`src/rtl/proc_chain_scheduler.sv`:
```
// -----------------------------------------------------------------------------
// proc_chain_scheduler
//
// Sequences a three-stage HLS chain (A -> B -> C). The stages exchange data
// through paged dual-port BRAMs (AB, AC, BC). Events are tracked with
// free-running issued/completed counters per stage, so several events can be
// in flight at once. No page is reused until stage C has finished with it.
// The bx tag of each event travels with it down the chain.
//
// Ports
//   clk          : clock
//   reset        : asynchronous active-low reset
//   ev_valid     : a new event is available
//   ev_bx        : bx tag of the new event
//   ev_ready     : the event is accepted this cycle (stage A launches)
//   start_a/b/c  : ap_start to stages A/B/C, held high for the whole run
//   done_a/b/c   : ap_done pulses from stages A/B/C
//   bx_a/b/c     : bx tag of the event each stage is running
//   page_a_wr    : AB/AC write page used by A
//   page_b_rd    : AB read page used by B
//   page_b_wr    : BC write page used by B (always equal to page_b_rd)
//   page_c_rd    : BC and AC read page used by C
//   busy         : a stage is running, or events are still in flight
//   err          : sticky; a done pulse arrived while its stage was idle
//   ev_done_cnt  : number of events completed by C (wraps)
// -----------------------------------------------------------------------------
module proc_chain_scheduler #(
  parameter int PAGES  = 2,   // pages per inter-stage memory, power of two
  parameter int PAGE_W = 1,   // clog2(PAGES)
  parameter int BX_W   = 2,   // bx tag width
  parameter int CNT_W  = 8    // event counter width, PAGES <= 2**(CNT_W-1)
) (
  input  logic              clk,
  input  logic              reset,
  input  logic              ev_valid,
  input  logic [BX_W-1:0]   ev_bx,
  output logic              ev_ready,
  output logic              start_a,
  output logic              start_b,
  output logic              start_c,
  input  logic              done_a,
  input  logic              done_b,
  input  logic              done_c,
  output logic [BX_W-1:0]   bx_a,
  output logic [BX_W-1:0]   bx_b,
  output logic [BX_W-1:0]   bx_c,
  output logic [PAGE_W-1:0] page_a_wr,
  output logic [PAGE_W-1:0] page_b_rd,
  output logic [PAGE_W-1:0] page_b_wr,
  output logic [PAGE_W-1:0] page_c_rd,
  output logic              busy,
  output logic              err,
  output logic [CNT_W-1:0]  ev_done_cnt
);

  typedef enum logic {IDLE, RUN} stage_state_e;

  localparam int SA = 0;
  localparam int SB = 1;
  localparam int SC = 2;

  localparam logic [CNT_W-1:0] PAGES_C = CNT_W'(PAGES);

  stage_state_e      state_q     [3];
  stage_state_e      state_d     [3];
  logic [CNT_W-1:0]  issued_q    [3];
  logic [CNT_W-1:0]  completed_q [3];
  logic [PAGE_W-1:0] page_idx    [3];

  logic [2:0] done_vec;
  logic [2:0] ready_vec;  // launch condition, evaluated while the stage is idle
  logic [2:0] launch;     // stage leaves IDLE on this edge
  logic [2:0] finish;     // stage leaves RUN on this edge
  logic [2:0] stray;      // done pulse while the stage is idle

  logic [CNT_W-1:0] occ_a;   // events A has started that C has not finished
  logic [CNT_W-1:0] occ_b;   // events B has started that C has not finished
  logic [CNT_W-1:0] pend_b;  // events A has finished that B has not started
  logic [CNT_W-1:0] pend_c;  // events B has finished that C has not started

  logic [BX_W-1:0]   bx_mem [PAGES];
  logic [PAGE_W-1:0] page_a_q;
  logic [PAGE_W-1:0] page_b_q;
  logic [PAGE_W-1:0] page_c_q;
  logic [BX_W-1:0]   bx_a_q;
  logic [BX_W-1:0]   bx_b_q;
  logic [BX_W-1:0]   bx_c_q;
  logic              err_q;

  assign done_vec = {done_c, done_b, done_a};

  // ---------------------------------------------------------------------------
  // Launch conditions. They use only the registered counters, so a completion
  // in this cycle frees a page one cycle later. The differences wrap modulo
  // 2**CNT_W. This is correct while occupancy stays below 2**(CNT_W-1).
  // ---------------------------------------------------------------------------
  assign occ_a  = issued_q[SA]    - completed_q[SC];
  assign occ_b  = issued_q[SB]    - completed_q[SC];
  assign pend_b = completed_q[SA] - issued_q[SB];
  assign pend_c = completed_q[SB] - issued_q[SC];

  always_comb begin
    // NOTE: every signal assigned in a combinational block gets a default
    // first; a path that leaves one unassigned would infer a latch.
    ready_vec     = '0;
    ready_vec[SA] = ev_valid && (occ_a < PAGES_C);
    ready_vec[SB] = (pend_b != '0) && (occ_b < PAGES_C);
    ready_vec[SC] = (pend_c != '0);
  end

  // PAGES is a power of two, so "count mod PAGES" is just the low bits.
  always_comb begin
    for (int s = 0; s < 3; s++) begin
      page_idx[s] = issued_q[s][PAGE_W-1:0];
    end
  end

  // ---------------------------------------------------------------------------
  // Stage FSMs, process 1 of 3: state register
  // ---------------------------------------------------------------------------
  always_ff @(posedge clk or negedge reset) begin
    // NOTE: sequential state uses non-blocking assignments. Every register
    // then samples the pre-edge values, whatever order the blocks run in.
    if (!reset) begin
      for (int s = 0; s < 3; s++) state_q[s] <= IDLE;
    end else begin
      for (int s = 0; s < 3; s++) state_q[s] <= state_d[s];
    end
  end

  // ---------------------------------------------------------------------------
  // Stage FSMs, process 2 of 3: next state and per-edge events
  // A stage that finishes always spends at least one cycle in IDLE before it
  // can launch again. This gives a clean falling edge on ap_start.
  // ---------------------------------------------------------------------------
  always_comb begin
    launch = '0;
    finish = '0;
    stray  = '0;
    for (int s = 0; s < 3; s++) begin
      state_d[s] = state_q[s];
      unique case (state_q[s])
        IDLE: begin
          stray[s] = done_vec[s];
          if (ready_vec[s]) begin
            launch[s]  = 1'b1;
            state_d[s] = RUN;
          end
        end
        RUN: begin
          if (done_vec[s]) begin
            finish[s]  = 1'b1;
            state_d[s] = IDLE;
          end
        end
      endcase
    end
  end

  // ---------------------------------------------------------------------------
  // Stage FSMs, process 3 of 3: outputs
  // ev_ready is masked during reset. The counters already hold zero at that
  // point, so without the mask ev_ready would follow ev_valid.
  // ---------------------------------------------------------------------------
  always_comb begin
    start_a  = (state_q[SA] == RUN);
    start_b  = (state_q[SB] == RUN);
    start_c  = (state_q[SC] == RUN);
    ev_ready = launch[SA] && reset;
    busy     = (state_q[SA] == RUN) || (state_q[SB] == RUN) ||
               (state_q[SC] == RUN) || (issued_q[SA] != completed_q[SC]);
  end

  // ---------------------------------------------------------------------------
  // Event counters. A stray done pulse changes no counter.
  // ---------------------------------------------------------------------------
  always_ff @(posedge clk or negedge reset) begin
    if (!reset) begin
      for (int s = 0; s < 3; s++) begin
        issued_q[s]    <= '0;
        completed_q[s] <= '0;
      end
    end else begin
      for (int s = 0; s < 3; s++) begin
        if (launch[s]) issued_q[s]    <= issued_q[s]    + CNT_W'(1);
        if (finish[s]) completed_q[s] <= completed_q[s] + CNT_W'(1);
      end
    end
  end

  // ---------------------------------------------------------------------------
  // Page indices and bx tags, captured at launch and stable for the run.
  // A never writes the bx slot that B reads on the same edge.
  // B can only launch when issued_b < issued_a. A can only launch when
  // issued_a - completed_c < PAGES. Since completed_c <= issued_b, the two
  // pages are always different.
  // ---------------------------------------------------------------------------
  always_ff @(posedge clk or negedge reset) begin
    if (!reset) begin
      // NOTE: the bx slot memory is small and must read back zero after
      // reset, so it is built from resettable flops, not block RAM.
      for (int p = 0; p < PAGES; p++) bx_mem[p] <= '0;
      page_a_q <= '0;
      page_b_q <= '0;
      page_c_q <= '0;
      bx_a_q   <= '0;
      bx_b_q   <= '0;
      bx_c_q   <= '0;
    end else begin
      if (launch[SA]) begin
        page_a_q             <= page_idx[SA];
        bx_a_q               <= ev_bx;
        bx_mem[page_idx[SA]] <= ev_bx;
      end
      if (launch[SB]) begin
        page_b_q <= page_idx[SB];
        bx_b_q   <= bx_mem[page_idx[SB]];
      end
      if (launch[SC]) begin
        page_c_q <= page_idx[SC];
        bx_c_q   <= bx_mem[page_idx[SC]];
      end
    end
  end

  // Sticky protocol error: only reset clears it.
  always_ff @(posedge clk or negedge reset) begin
    if (!reset) begin
      err_q <= 1'b0;
    end else if (|stray) begin
      err_q <= 1'b1;
    end
  end

  assign page_a_wr   = page_a_q;
  assign page_b_rd   = page_b_q;
  assign page_b_wr   = page_b_q;
  assign page_c_rd   = page_c_q;
  assign bx_a        = bx_a_q;
  assign bx_b        = bx_b_q;
  assign bx_c        = bx_c_q;
  assign err         = err_q;
  assign ev_done_cnt = completed_q[SC];

endmodule

```
`config.mk`:
```
export PLATFORM = sky130hd
export DESIGN_NAME = proc_chain_scheduler
export DESIGN_NICKNAME = d
export VERILOG_FILES = /design/src/rtl/proc_chain_scheduler.sv
export SDC_FILE = /design/constraint.sdc
export NUM_CORES = 1
export LEC_CHECK = 0
export BUFFER_PORTS_ARGS = -buffer_cell sky130_fd_sc_hd__buf_2
export CAP_MARGIN = 25
export CELL_PAD_IN_SITES_DETAIL_PLACEMENT = 1
export CELL_PAD_IN_SITES_GLOBAL_PLACEMENT = 1
export CORE_MARGIN = 2
export CORE_UTILIZATION = 45
export CTS_BUF_LIST = sky130_fd_sc_hd__clkbuf_8
export DETAILED_ROUTE_END_ITERATION = 7
export GPL_TIMING_DRIVEN = 0
export PLACE_DENSITY = 0.75
export SKIP_CTS_REPAIR_TIMING = 1
export SLEW_MARGIN = 15
export SYNTH_ARGS = -nofsm -noshare
export SYNTH_HDL_FRONTEND = slang
export SYNTH_SLANG_ARGS = --single-unit
```
`constraint.sdc`:
```
create_clock -name clk -period 4.2 [get_ports clk]
set_input_delay 0.84 -clock clk [delete_from_list [all_inputs] [get_ports clk]]
set_output_delay 0.84 -clock clk [all_outputs]
set_load 0.02 [all_outputs]
```
==> results.cfg <==
[sta]
fmax_mhz = 252.6
worst_pin_slew_ns = 0.6964
worst_clock_skew_ns = 0.009458
setup_viol = 0
rsz0062_at_grt = no
fin_setup_tns_ns = 0
hold_violations = 0
relSlewSlack_pct = 53.18
fin_crit_ns = 3.959
finalCritPeriodShare_pct = 94.26
finalMaxSlewViolations = 0

[logic_synthesis]
syn_inst = 420
synth_ff_type = dfrtp_1
ys.warnings.count = 0
synthArstFlopShare_pct = 100.0
ys_ff_latch = 65
synth_edf_count = 0
yosysUniqueCellTypes = 62
yosysSeqAreaShare_pct = 38.17
avgSynthCellArea_sq_um = 10.15
syn_area_sq_um = 4262
syn_nets = 464

[power_and_ir_drop]
pwr-share-seq_pct = 32.2
p_int_uw = 1608
power_density_nw_per_um2 = 537.8
power.switching_uw = 994.2
total_power_uw = 2603
p_leak_uw = 0.002335
combinationalPowerShare_pct = 41.8
clkPwrFrac_pct = 26.0
switching_share_pct = 38.20
peakVddDrop_uv = 214.9

[clock_tree]
cts-root-buf = clkbuf_8
clkLatencyLatePin_ns = 0.34
htree_levels = 3
numCtsBuffers = 9
cts_max_path_buffers = 2
path_clk_slew_ns = 0.08
cts.sinks = 65
cts_tree = done

[finish]
finalNetCount = 507
mostFrequentLayoutCells = dfrtp_1, inv_1, xnor2_1
fillers = 1064
drive_above_1_share_pct = 20.51
layout-area-overhead-vs-synth_pct = 13.56
multi_input_area_sq_um = 2416
n_antenna_cell = 0
ff_latch_area_sq_um = 1629
layout_commonest_cell = dfrtp_1

[grt]
gr-total-overflow = 0
grt_pass1_wl_um = 16750
antenna_found_initial = 0
grt_use_total_pct = 20.84
grt_pass1_vias = 3464
grt_start_max_net_pins = 39

[placement]
gp_congestion = 0.8915
io_buffers = 31
place_hpwl_um = 7496

[floorplan]
core_area_sq_um = 9196
num_io_pins = 32
initial_core_util_pct = 46.34
dieArea_sq_um = 10260
core.rowCount = 35
die_h_um = 101.3
die_w_um = 101.3

[route]
wl_per_cell_um = 16.97
finalWirelength_um = 9824
vias = 3225
drt_iter0_markers = 121
vias_per_cell = 5.570
ant_nets = 0
drc = 0
dr.pass1.iters = 5

[setup_path]
crit_top_cell = inv_1
startpoint_type = flop
critPathRequiredTime_ns = 3.36
arrival_ns = 3.12
path_buf_inv = 3
path_class = reg2out
critPathCaptureType = output port
reg2reg_from = issued_q[16]
worstPathCellList = inv_1 -> ha_1 -> inv_1 -> fa_1 -> nor2_1 -> nand3_1 -> a2111o_1 -> a2111oi_2 -> and3_1 -> and2_1 -> buf_2
crit_slowest_cell = dfrtp_2
slowest_delay_ns = 0.47
rr_endpoint = bx_mem[3]
path_depth = 11
rr_worst_depth = 11
reg2reg_slack_ns = 1.07
path_max_fanout = 6
path_delay_family = compound AO/OA/AOI/OAI gates

[worst_hold_path]
min_path_type = in2async

[run_status]
outcome = complete, no violations

[job]
maxCapViolCount = 0
-- kinds of logic after synthesis --
family          synth area share [%]
compound gates                 9.601
simple gates                   17.97
buf+inv                        5.285
fa+ha+maj                      10.92
flops                          38.17
mux                            6.988
xor+xnor                       11.07
-- worst register-to-register path: stages, from the launching register on --
cell	delay, ns
dfrtp_2	0.47
inv_1	0.10
ha_1	0.15
inv_1	0.05
fa_1	0.43
nor2_1	0.18
nand3_1	0.10
a2111o_1	0.43
a2111oi_4	0.38
nand3_2	0.18
nor2_1	0.19
mux2_2	0.36
-- layer usage --
layer  track usage [%]  routed length (um)  vias up
li1                  -                   -     1558
met1             26.89                4505     1618
met2             36.12                5003       44
met3             3.520                 230        5
met4             5.925                  85        0
met5                 0                   0        -
-- power by group through the flow --
stage               Combinational [uW]  Sequential, uW  Clock (uW)
detailed placement                1070             843           0
CTS                               1090             836         692
finish                            1090             838         678
global route                      1210             853         716
floorplan                          796             836           0
global placement                  1030             835           0
-- cells in the mapped netlist (2+ instances only) --
cell	instances	area share (%)
a2111o_1	3	0.79
a211o_1	2	0.41
a21boi_0	2	0.35
a21o_1	4	0.70
a21oi_1	9	1.1
a221oi_1	2	0.41
and2_1	3	0.44
and3_1	7	1.0
buf_4	9	1.6
clkbuf_1	3	0.26
dfrtp_1	65	38
fa_1	2	0.94
ha_1	34	10
inv_1	36	3.2
mux2_2	22	5.8
mux2i_1	5	1.2
nand2_1	21	1.8
nand2b_1	5	0.73
nand3_1	15	1.8
nand4_1	15	2.2
nor2_1	25	2.2
nor2b_1	7	1.0
nor3_1	9	1.1
nor3_2	4	0.94
nor3b_1	5	0.88
nor4_1	4	0.59
nor4_2	2	0.59
nor4b_1	3	0.62
o211ai_1	3	0.53
o21a_1	3	0.53
o21ai_0	8	0.94
or2b_1	2	0.35
or3_1	2	0.29
xnor2_1	35	7.2
xor2_1	17	3.5
-- how the worst max path moves through the flow --
stage / from / end
floorplan: issued_q[16] / ev_ready
global placement: ev_done_cnt[0] / ev_ready
detailed placement: ev_done_cnt[0] / ev_ready
CTS: issued_q[16] / ev_ready
global route: issued_q[16] / ev_ready
finish: issued_q[16] / ev_ready
-- state kept, by name, indices dropped and copies added, names as in the netlist --
| signal | cells |
|---|---|
| bx_b | 2 |
| page_c_rd | 1 |
| err | 1 |
| page_a_wr | 1 |
| page_b_rd | 1 |
| start_a | 1 |
| bx_c | 2 |
| start_b | 1 |
| ev_done_cnt | 8 |
| start_c | 1 |
| bx_a | 2 |
| completed_q | 16 |
| issued_q | 24 |
| bx_mem | 4 |
-- stage by stage --
step	instance area (sq um)	hold slack, ns	worst slack (ns)	instances	utilization, %
after floorplan	4262	0.4455	0.8950	420	-
after global placement	4556	0.4579	0.5890	562	49.54
after detailed placement	4578	0.4643	0.4779	563	49.78
after CTS	4831	0.4224	0.03990	579	52.53
after global routing	4840	0.4161	0.08412	579	52.63
final	4840	0.4183	0.2410	579	52.63
-- area by class of cell --
| class | count | share of cell area (%) |
|---|---|---|
| timing repair buffer | 32 | 3.671 |
| inverter | 36 | 2.792 |
| tap | 111 | 2.870 |
| clock buffer | 10 | 2.844 |
| sequential | 65 | 33.66 |
| buffer | 13 | 1.861 |
| multi-input combinational | 306 | 49.92 |
| clock inverter | 6 | 2.378 |
No activity file was read; power rests on OpenSTA's default activity.
